--- config.mk ---
export PLATFORM = sky130hd
export DESIGN_NAME = mul_div_unit
export DESIGN_NICKNAME = d
export VERILOG_FILES = /design/src/rtl/mul_div_unit_pkg.sv /design/src/rtl/mdu_step.sv /design/src/rtl/mul_div_unit.sv
export SDC_FILE = /design/constraint.sdc
export NUM_CORES = 1
export LEC_CHECK = 0
export ABC_AREA = 1
export CAP_MARGIN = 20
export CORE_UTILIZATION = 35
export CTS_CLUSTER_DIAMETER = 40
export DETAILED_ROUTE_END_ITERATION = 10
export PLACE_DENSITY = 0.62
export SLEW_MARGIN = 40
export SYNTH_ARGS = -nofsm -noshare
export SYNTH_HDL_FRONTEND = slang
export SYNTH_SLANG_ARGS = --single-unit
--- constraint.sdc ---
create_clock -name clk -period 16.9 [get_ports clk]
set_input_delay 3.38 -clock clk [delete_from_list [all_inputs] [get_ports clk]]
set_output_delay 3.38 -clock clk [all_outputs]
set_load 0.01 [all_outputs]
--- src/rtl/mul_div_unit_pkg.sv ---
// Shared encodings for the multiply/divide unit: op codes and FSM states.
// Latency: n/a (types only).
// Backpressure: n/a.
// Build option: MDU_FAST_MUL_EN selects the single-cycle multiply path in mul_div_unit.
package mul_div_unit_pkg;

  // op[1] selects divide, op[0] selects unsigned.
  typedef enum logic [1:0] {
    MDU_MULT  = 2'b00,
    MDU_MULTU = 2'b01,
    MDU_DIV   = 2'b10,
    MDU_DIVU  = 2'b11
  } mdu_op_e;

  typedef enum logic [1:0] {
    MDU_IDLE = 2'b00,
    MDU_CALC = 2'b01,
    MDU_FIX  = 2'b10
  } mdu_state_e;

endpackage

--- src/rtl/mdu_step.sv ---
// One iteration of the unsigned shift-add multiply / restoring divide datapath.
// Latency: combinational.
// Backpressure: none; the caller decides when to register the result.
// Ports: div (mode), acc (partial HI), opnd (multiplier or dividend/quotient),
//        addend (multiplicand or divisor), acc_nxt/opnd_nxt (next iteration).
module mdu_step #(
  parameter int WIDTH = 32
) (
  input  logic             div,
  input  logic [WIDTH-1:0] acc,
  input  logic [WIDTH-1:0] opnd,
  input  logic [WIDTH-1:0] addend,
  output logic [WIDTH-1:0] acc_nxt,
  output logic [WIDTH-1:0] opnd_nxt
);

  logic [WIDTH:0] sum;
  logic [WIDTH:0] shifted;
  logic [WIDTH:0] diff;

  always_comb begin
    sum      = {1'b0, acc} + (opnd[0] ? {1'b0, addend} : '0);
    shifted  = {acc, opnd[WIDTH-1]};
    diff     = shifted - {1'b0, addend};
    acc_nxt  = sum[WIDTH:1];
    opnd_nxt = {sum[0], opnd[WIDTH-1:1]};
    if (div) begin
      // Remainder stays below the divisor, so bit WIDTH of diff is the borrow.
      if (!diff[WIDTH]) begin
        acc_nxt  = diff[WIDTH-1:0];
        opnd_nxt = {opnd[WIDTH-2:0], 1'b1};
      end else begin
        acc_nxt  = shifted[WIDTH-1:0];
        opnd_nxt = {opnd[WIDTH-2:0], 1'b0};
      end
    end
  end

endmodule

--- src/rtl/mul_div_unit.sv ---
// Multi-cycle multiply/divide unit with architectural HI/LO registers.
// Latency: WIDTH+1 edges from start to done (multiply takes 1 edge with MDU_FAST_MUL_EN).
// Backpressure: start and mtHi/mtLo are ignored while busy; no queueing.
// Ports: clk, reset (async high), start/op/opA/opB request, mtHi/mtLo/wdata direct
//        writes, busy/done status, hi/lo registers (product or remainder/quotient).
module mul_div_unit
  import mul_div_unit_pkg::*;
#(
  parameter int WIDTH = 32
) (
  input  logic             clk,
  input  logic             reset,
  input  logic             start,
  input  logic [1:0]       op,
  input  logic [WIDTH-1:0] opA,
  input  logic [WIDTH-1:0] opB,
  input  logic             mtHi,
  input  logic             mtLo,
  input  logic [WIDTH-1:0] wdata,
  output logic             busy,
  output logic             done,
  output logic [WIDTH-1:0] hi,
  output logic [WIDTH-1:0] lo
);

  localparam int CNT_W = $clog2(WIDTH + 1);

  mdu_state_e       state, state_nxt;
  logic [CNT_W-1:0] cnt;
  logic             is_div, neg_a, neg_b, dz;
  logic [WIDTH-1:0] acc, opnd, bval;
  logic [WIDTH-1:0] acc_step, opnd_step;

  logic             a_neg, b_neg, fast_go;
  logic [WIDTH-1:0] a_mag, b_mag;
  logic [2*WIDTH-1:0] prod_fix;
  logic [WIDTH-1:0] quot_fix, rem_fix;

  assign a_neg = ~op[0] & opA[WIDTH-1];
  assign b_neg = ~op[0] & opB[WIDTH-1];
  assign a_mag = a_neg ? -opA : opA;
  assign b_mag = b_neg ? -opB : opB;

`ifdef MDU_FAST_MUL_EN
  assign fast_go = ~op[1];
`else
  assign fast_go = 1'b0;
`endif

  mdu_step #(.WIDTH(WIDTH)) u_step (
    .div     (is_div),
    .acc     (acc),
    .opnd    (opnd),
    .addend  (bval),
    .acc_nxt (acc_step),
    .opnd_nxt(opnd_step)
  );

  // Sign correction of the magnitude result. A zero divisor leaves the
  // quotient all ones and the remainder re-signed back to opA.
  always_comb begin
    prod_fix = (neg_a ^ neg_b) ? -{acc, opnd} : {acc, opnd};
    quot_fix = dz ? '1 : ((neg_a ^ neg_b) ? -opnd : opnd);
    rem_fix  = neg_a ? -acc : acc;
  end

  assign busy = (state != MDU_IDLE);

  always_ff @(posedge clk or posedge reset) begin
    if (reset) state <= MDU_IDLE;
    else       state <= state_nxt;
  end

  always_comb begin
    state_nxt = state;
    case (state)
      MDU_IDLE: if (start) state_nxt = fast_go ? MDU_FIX : MDU_CALC;
      MDU_CALC: if (cnt == CNT_W'(1)) state_nxt = MDU_FIX;
      MDU_FIX:  state_nxt = MDU_IDLE;
      default:  state_nxt = MDU_IDLE;
    endcase
  end

  always_ff @(posedge clk or posedge reset) begin
    if (reset) begin
      cnt    <= '0;
      is_div <= 1'b0;
      neg_a  <= 1'b0;
      neg_b  <= 1'b0;
      dz     <= 1'b0;
      acc    <= '0;
      opnd   <= '0;
      bval   <= '0;
      hi     <= '0;
      lo     <= '0;
      done   <= 1'b0;
    end else begin
      done <= 1'b0;
      case (state)
        MDU_IDLE: begin
          if (mtHi) hi <= wdata;
          if (mtLo) lo <= wdata;
          if (start) begin
            is_div <= op[1];
            neg_a  <= a_neg;
            neg_b  <= b_neg;
            dz     <= op[1] && (opB == '0);
            bval   <= b_mag;
            cnt    <= CNT_W'(WIDTH);
            acc    <= '0;
            opnd   <= a_mag;
`ifdef MDU_FAST_MUL_EN
            if (!op[1]) {acc, opnd} <= {{WIDTH{1'b0}}, a_mag} * {{WIDTH{1'b0}}, b_mag};
`endif
          end
        end
        MDU_CALC: begin
          acc  <= acc_step;
          opnd <= opnd_step;
          cnt  <= cnt - CNT_W'(1);
        end
        MDU_FIX: begin
          if (is_div) begin
            hi <= rem_fix;
            lo <= quot_fix;
          end else begin
            {hi, lo} <= prod_fix;
          end
          done <= 1'b1;
        end
        default: ;
      endcase
    end
  end

endmodule

==> out/results.txt <==
The global-route wire length before repair was 100000 µm. After technology mapping, the gate count stands at 2920. In the final routing, the length of wire on met1 measures 29400 µm. The tools report the hold buffer count at CTS as 0. Summed over all cells, the static leakage comes to 10.2 nW. Setup repair after global routing left no endpoint under its margin.

The core region is 47900 µm². At the end of the flow, the number of nets in the layout was 3204. VDD sags by at most 65.1 µV.

The number of resized instances in the post-cts repair step is 0. Setup violations remaining at the end of the flow were counted as 0. The total wire length is 64700 µm.

The number of stages on the worst hold path was 1. The max-slew violation count is 0, and the total overflow reported by the global router is 0. Detailed placement finished with a half-perimeter wire length of 51100 µm.

The worst setup path is captured at a register. The tools report the post-placement worst setup slack as 10.57 ns. The routed design uses 27200 µm of met2 wire.

Each instance of the synthesized netlist takes up on average 5.86 µm². The tightest hold margin is 0.498 ns. In this run, synthesis produced a sequential element count of 173. The clock passes through at most 2 buffers. In the layout the commonest cells are sky130_fd_sc_hd__nand2_1, sky130_fd_sc_hd__inv_1, sky130_fd_sc_hd__nor2_1.

Across every metal layer, demand over resource in global routing totals 26.0%. In this run the worst path has a maximum fanout of 60. The tool flagged a number of max-cap violations equal to 0.

The classification of the worst-slack hold path is reg2reg. In the routed layout, each cell is associated on average with a via count of 5.27. 0 antenna diodes ended up in the layout. CTS saw 173 sinks. Routed signal wires occupy layers up through met4. The final worst-path cycle share was 33.8%; the die span in y was 223 µm. The register area share after synthesis came out at 25.3%. Summed over all nets, wire length on met3 after detailed routing comes to 5540 µm.

The clock tree synthesis step divided the H-tree into 4 levels. The power density normalized to cell area is 47.0 nW/µm². The tools report the overall via count from detail_route as 19259. The worst path meets setup with 11.20 ns of slack. Counting flops with a built-in enable in the synthesized netlist gives 0. Cells fill 41.7% of the core in the end. The weighted congestion at the end of routability-driven global placement was 0.969; the clock transition time at the flip-flop clock pins of the worst setup and hold paths was 0.07 ns. Entering global routing, the biggest net connects 73 pins. In the final layout, the share of cells above drive strength 1 is 4.31%. The Yosys step of the flow raised 0 warnings. The clock root buffer was sky130_fd_sc_hd__clkbuf_16. The library cell used most frequently in the layout, excluding fill and tap cells, is sky130_fd_sc_hd__nand2_1. The cell with the biggest individual delay on the critical path was sky130_fd_sc_hd__buf_4. The flow ran to the end, and the final reports show no timing, DRC or antenna violations.

The post-synthesis net count was 3095; the area growth from synthesis to layout was 16.8%. The detailed router finished its first iteration with 2046 violations. For this run, asynchronously set or reset flops after synthesis account for 100%. The die is 223 µm wide. The number of cells on the worst reg-to-reg path is 13. The required time reported for the critical path endpoint is 17.20 ns. After synthesis, the cell types taking the most area are sky130_fd_sc_hd__dfrtp_1, sky130_fd_sc_hd__nand2_1, sky130_fd_sc_hd__inv_1, sky130_fd_sc_hd__nand3_1, sky130_fd_sc_hd__nor2_1.

sky130_fd_sc_hd__dfrtp_1 takes more of the synthesized area than any other cell. The number of buffers inserted by post-CTS setup repair was 0; the clock tree skew after final layout was 0.0203 ns. The minimum clock period was 5.70 ns; the signal arrival time at the worst endpoint was 6.01 ns. Summed over all failing endpoints, the final setup total negative slack is 0 ns.

The tools report the starting density of the core as 35.7%. Port buffering added 168 buffers. Traced cell by cell, the critical path runs through clkdlybuf4s50_1 -> nand2_1 -> buf_4 -> inv_2 -> nor2_4 -> buf_4 -> inv_2 -> o21ai_0 -> o21ai_0. The run gives 6 as the detailed-routing iteration count for the pre-antenna-repair pass. During I/O placement, the number of pins put on the boundary was 169. TritonCTS built the clock tree. Largest stage delay on the critical path: 0.54 ns.

Share of Yosys cell area claimed by the top area cell type: 25.3%. The later pin in the worst-skew pair is clocked with a latency of 0.47 ns. The post-synthesis cell type count was 49.

In this run the cell area of the synthesized design comes to 17100 µm². For the pin with the worst max-slew slack, the measured transition is 0.794 ns. For the initial antenna violation count, the log shows 1. Counting the buffers created by CTS gives 17.

Fill cells in the final layout number 5181. The tools report the number of global-route vias before repair as 17721. Type of the setup path with the least slack: in2reg. The worst setup path is launched from an input pin. Site row count: 80.

The worst slew margin relative to its limit came out at 46.9%. Static timing analysis puts the maximum clock frequency at 0.175 GHz. The count of nets left with antenna violations once routing finished came out at 0. The total DRC errors in the routed layout came out at 0. The run gives 49800 µm² as the total die area. The leading register cell type out of synthesis was sky130_fd_sc_hd__dfrtp_1.

In the final routed layout, each cell accounts on average for 17.7 µm. The number of endpoints with negative hold slack in the final report is 0.
[power by group]
part	switching [W]	total [W]	leakage, nW	internal, W
combinational	0.0000375	0.0000675	7.61	0.0000300
clock	0.000192	0.000458	0.319	0.000266
sequential	0	0.000414	2.23	0.000414
[synth_stat cells (2+ instances only)]
| cell | count |
|---|---|
| sky130_fd_sc_hd__nand2_1 | 837 |
| sky130_fd_sc_hd__inv_1 | 404 |
| sky130_fd_sc_hd__nor2_1 | 313 |
| sky130_fd_sc_hd__nand3_1 | 291 |
| sky130_fd_sc_hd__a21oi_1 | 232 |
| sky130_fd_sc_hd__o21ai_0 | 220 |
| sky130_fd_sc_hd__dfrtp_1 | 173 |
| sky130_fd_sc_hd__ha_1 | 70 |
| sky130_fd_sc_hd__clkbuf_1 | 66 |
| sky130_fd_sc_hd__nor3_1 | 31 |
| sky130_fd_sc_hd__xor2_1 | 30 |
| sky130_fd_sc_hd__nand4_1 | 29 |
| sky130_fd_sc_hd__nand2_2 | 24 |
| sky130_fd_sc_hd__o21ai_1 | 22 |
| sky130_fd_sc_hd__a31oi_1 | 20 |
| sky130_fd_sc_hd__buf_2 | 15 |
| sky130_fd_sc_hd__inv_2 | 13 |
| sky130_fd_sc_hd__nor2_2 | 13 |
| sky130_fd_sc_hd__nand3b_1 | 12 |
| sky130_fd_sc_hd__a22oi_1 | 11 |
| sky130_fd_sc_hd__xnor2_1 | 10 |
| sky130_fd_sc_hd__o21bai_1 | 9 |
| sky130_fd_sc_hd__buf_1 | 8 |
| sky130_fd_sc_hd__o211ai_1 | 7 |
| sky130_fd_sc_hd__a21o_1 | 5 |
| sky130_fd_sc_hd__nor3_2 | 5 |
| sky130_fd_sc_hd__o31ai_1 | 5 |
| sky130_fd_sc_hd__or2_2 | 5 |
| sky130_fd_sc_hd__buf_4 | 4 |
| sky130_fd_sc_hd__o21a_1 | 4 |
| sky130_fd_sc_hd__a21oi_2 | 3 |
| sky130_fd_sc_hd__and2_1 | 3 |
| sky130_fd_sc_hd__nand3_2 | 3 |
| sky130_fd_sc_hd__nor4_1 | 3 |
| sky130_fd_sc_hd__clkinv_1 | 2 |
| sky130_fd_sc_hd__fa_1 | 2 |
| sky130_fd_sc_hd__nand2_4 | 2 |
| sky130_fd_sc_hd__nor3b_1 | 2 |
| sky130_fd_sc_hd__o22ai_1 | 2 |
[stage by stage]
| stage | cells | cell area, µm² | power (W) |
|---|---|---|---|
| finish | 3657 | 20000 | 0.000939 |
| global route | 3657 | 20000 | 0.000968 |
| CTS | 3657 | 20000 | 0.000945 |
| detailed placement | 3625 | 19300 | 0.000489 |
| global placement | 3625 | 19300 | 0.000490 |
| floorplan | 2920 | 17100 | 0.000449 |
[state kept, by name, summed over array words and instances (netlist names), 2 cells and up]
signal / cells
acc: 32
bval: 32
hi: 32
lo: 32
opnd: 32
cnt: 6
state: 2
[cell type report]
type,count,area (µm²),area share [%]
Multi-Input combinational cell,2231,10800,54.1
Inverter,421,1590,7.97
Tap cell,615,769,3.85
Clock buffer,18,429,2.15
Sequential cell,173,4330,21.7
Clock inverter,14,231,1.16
Timing Repair Buffer,185,1810,9.08
[worst paths after layout]
kind / startpoint / to / slack [ns]
setup / recovery: start / opnd[1] / 11.20
hold / removal: cnt[5] / cnt[5] / 0.50
max in group asynchronous: reset / is_div / 11.56
hold reg to reg: cnt[5] / cnt[5] / 0.50
setup reg to reg: acc[22] / acc[7] / 13.36
min in group asynchronous: reset / hi[11] / 3.41
[kinds of logic after synthesis]
logic type	synth area share (%)
adder cells (fa/ha/maj)	5.35
XOR/XNOR	2.05
flip-flops	25.3
AND/OR/NAND/NOR	38.8
AO/OA/AOI/OAI	16.8
buffers and inverters	11.7
[metal layers]
metal  vias up  track usage, %
li1       9634               -
met1      8685            36.8
met2       818            39.2
met3       122            3.90
met4         0            10.5
met5         -               0
[critical path, delay by kind of cell]
family / cells / cell delay, ns
AOI/OAI and AO/OA: 2 / 0.30
buffers and inverters: 5 / 2.08
and+or+nand+nor: 2 / 0.20
Power figures use the tool's default switching activity.
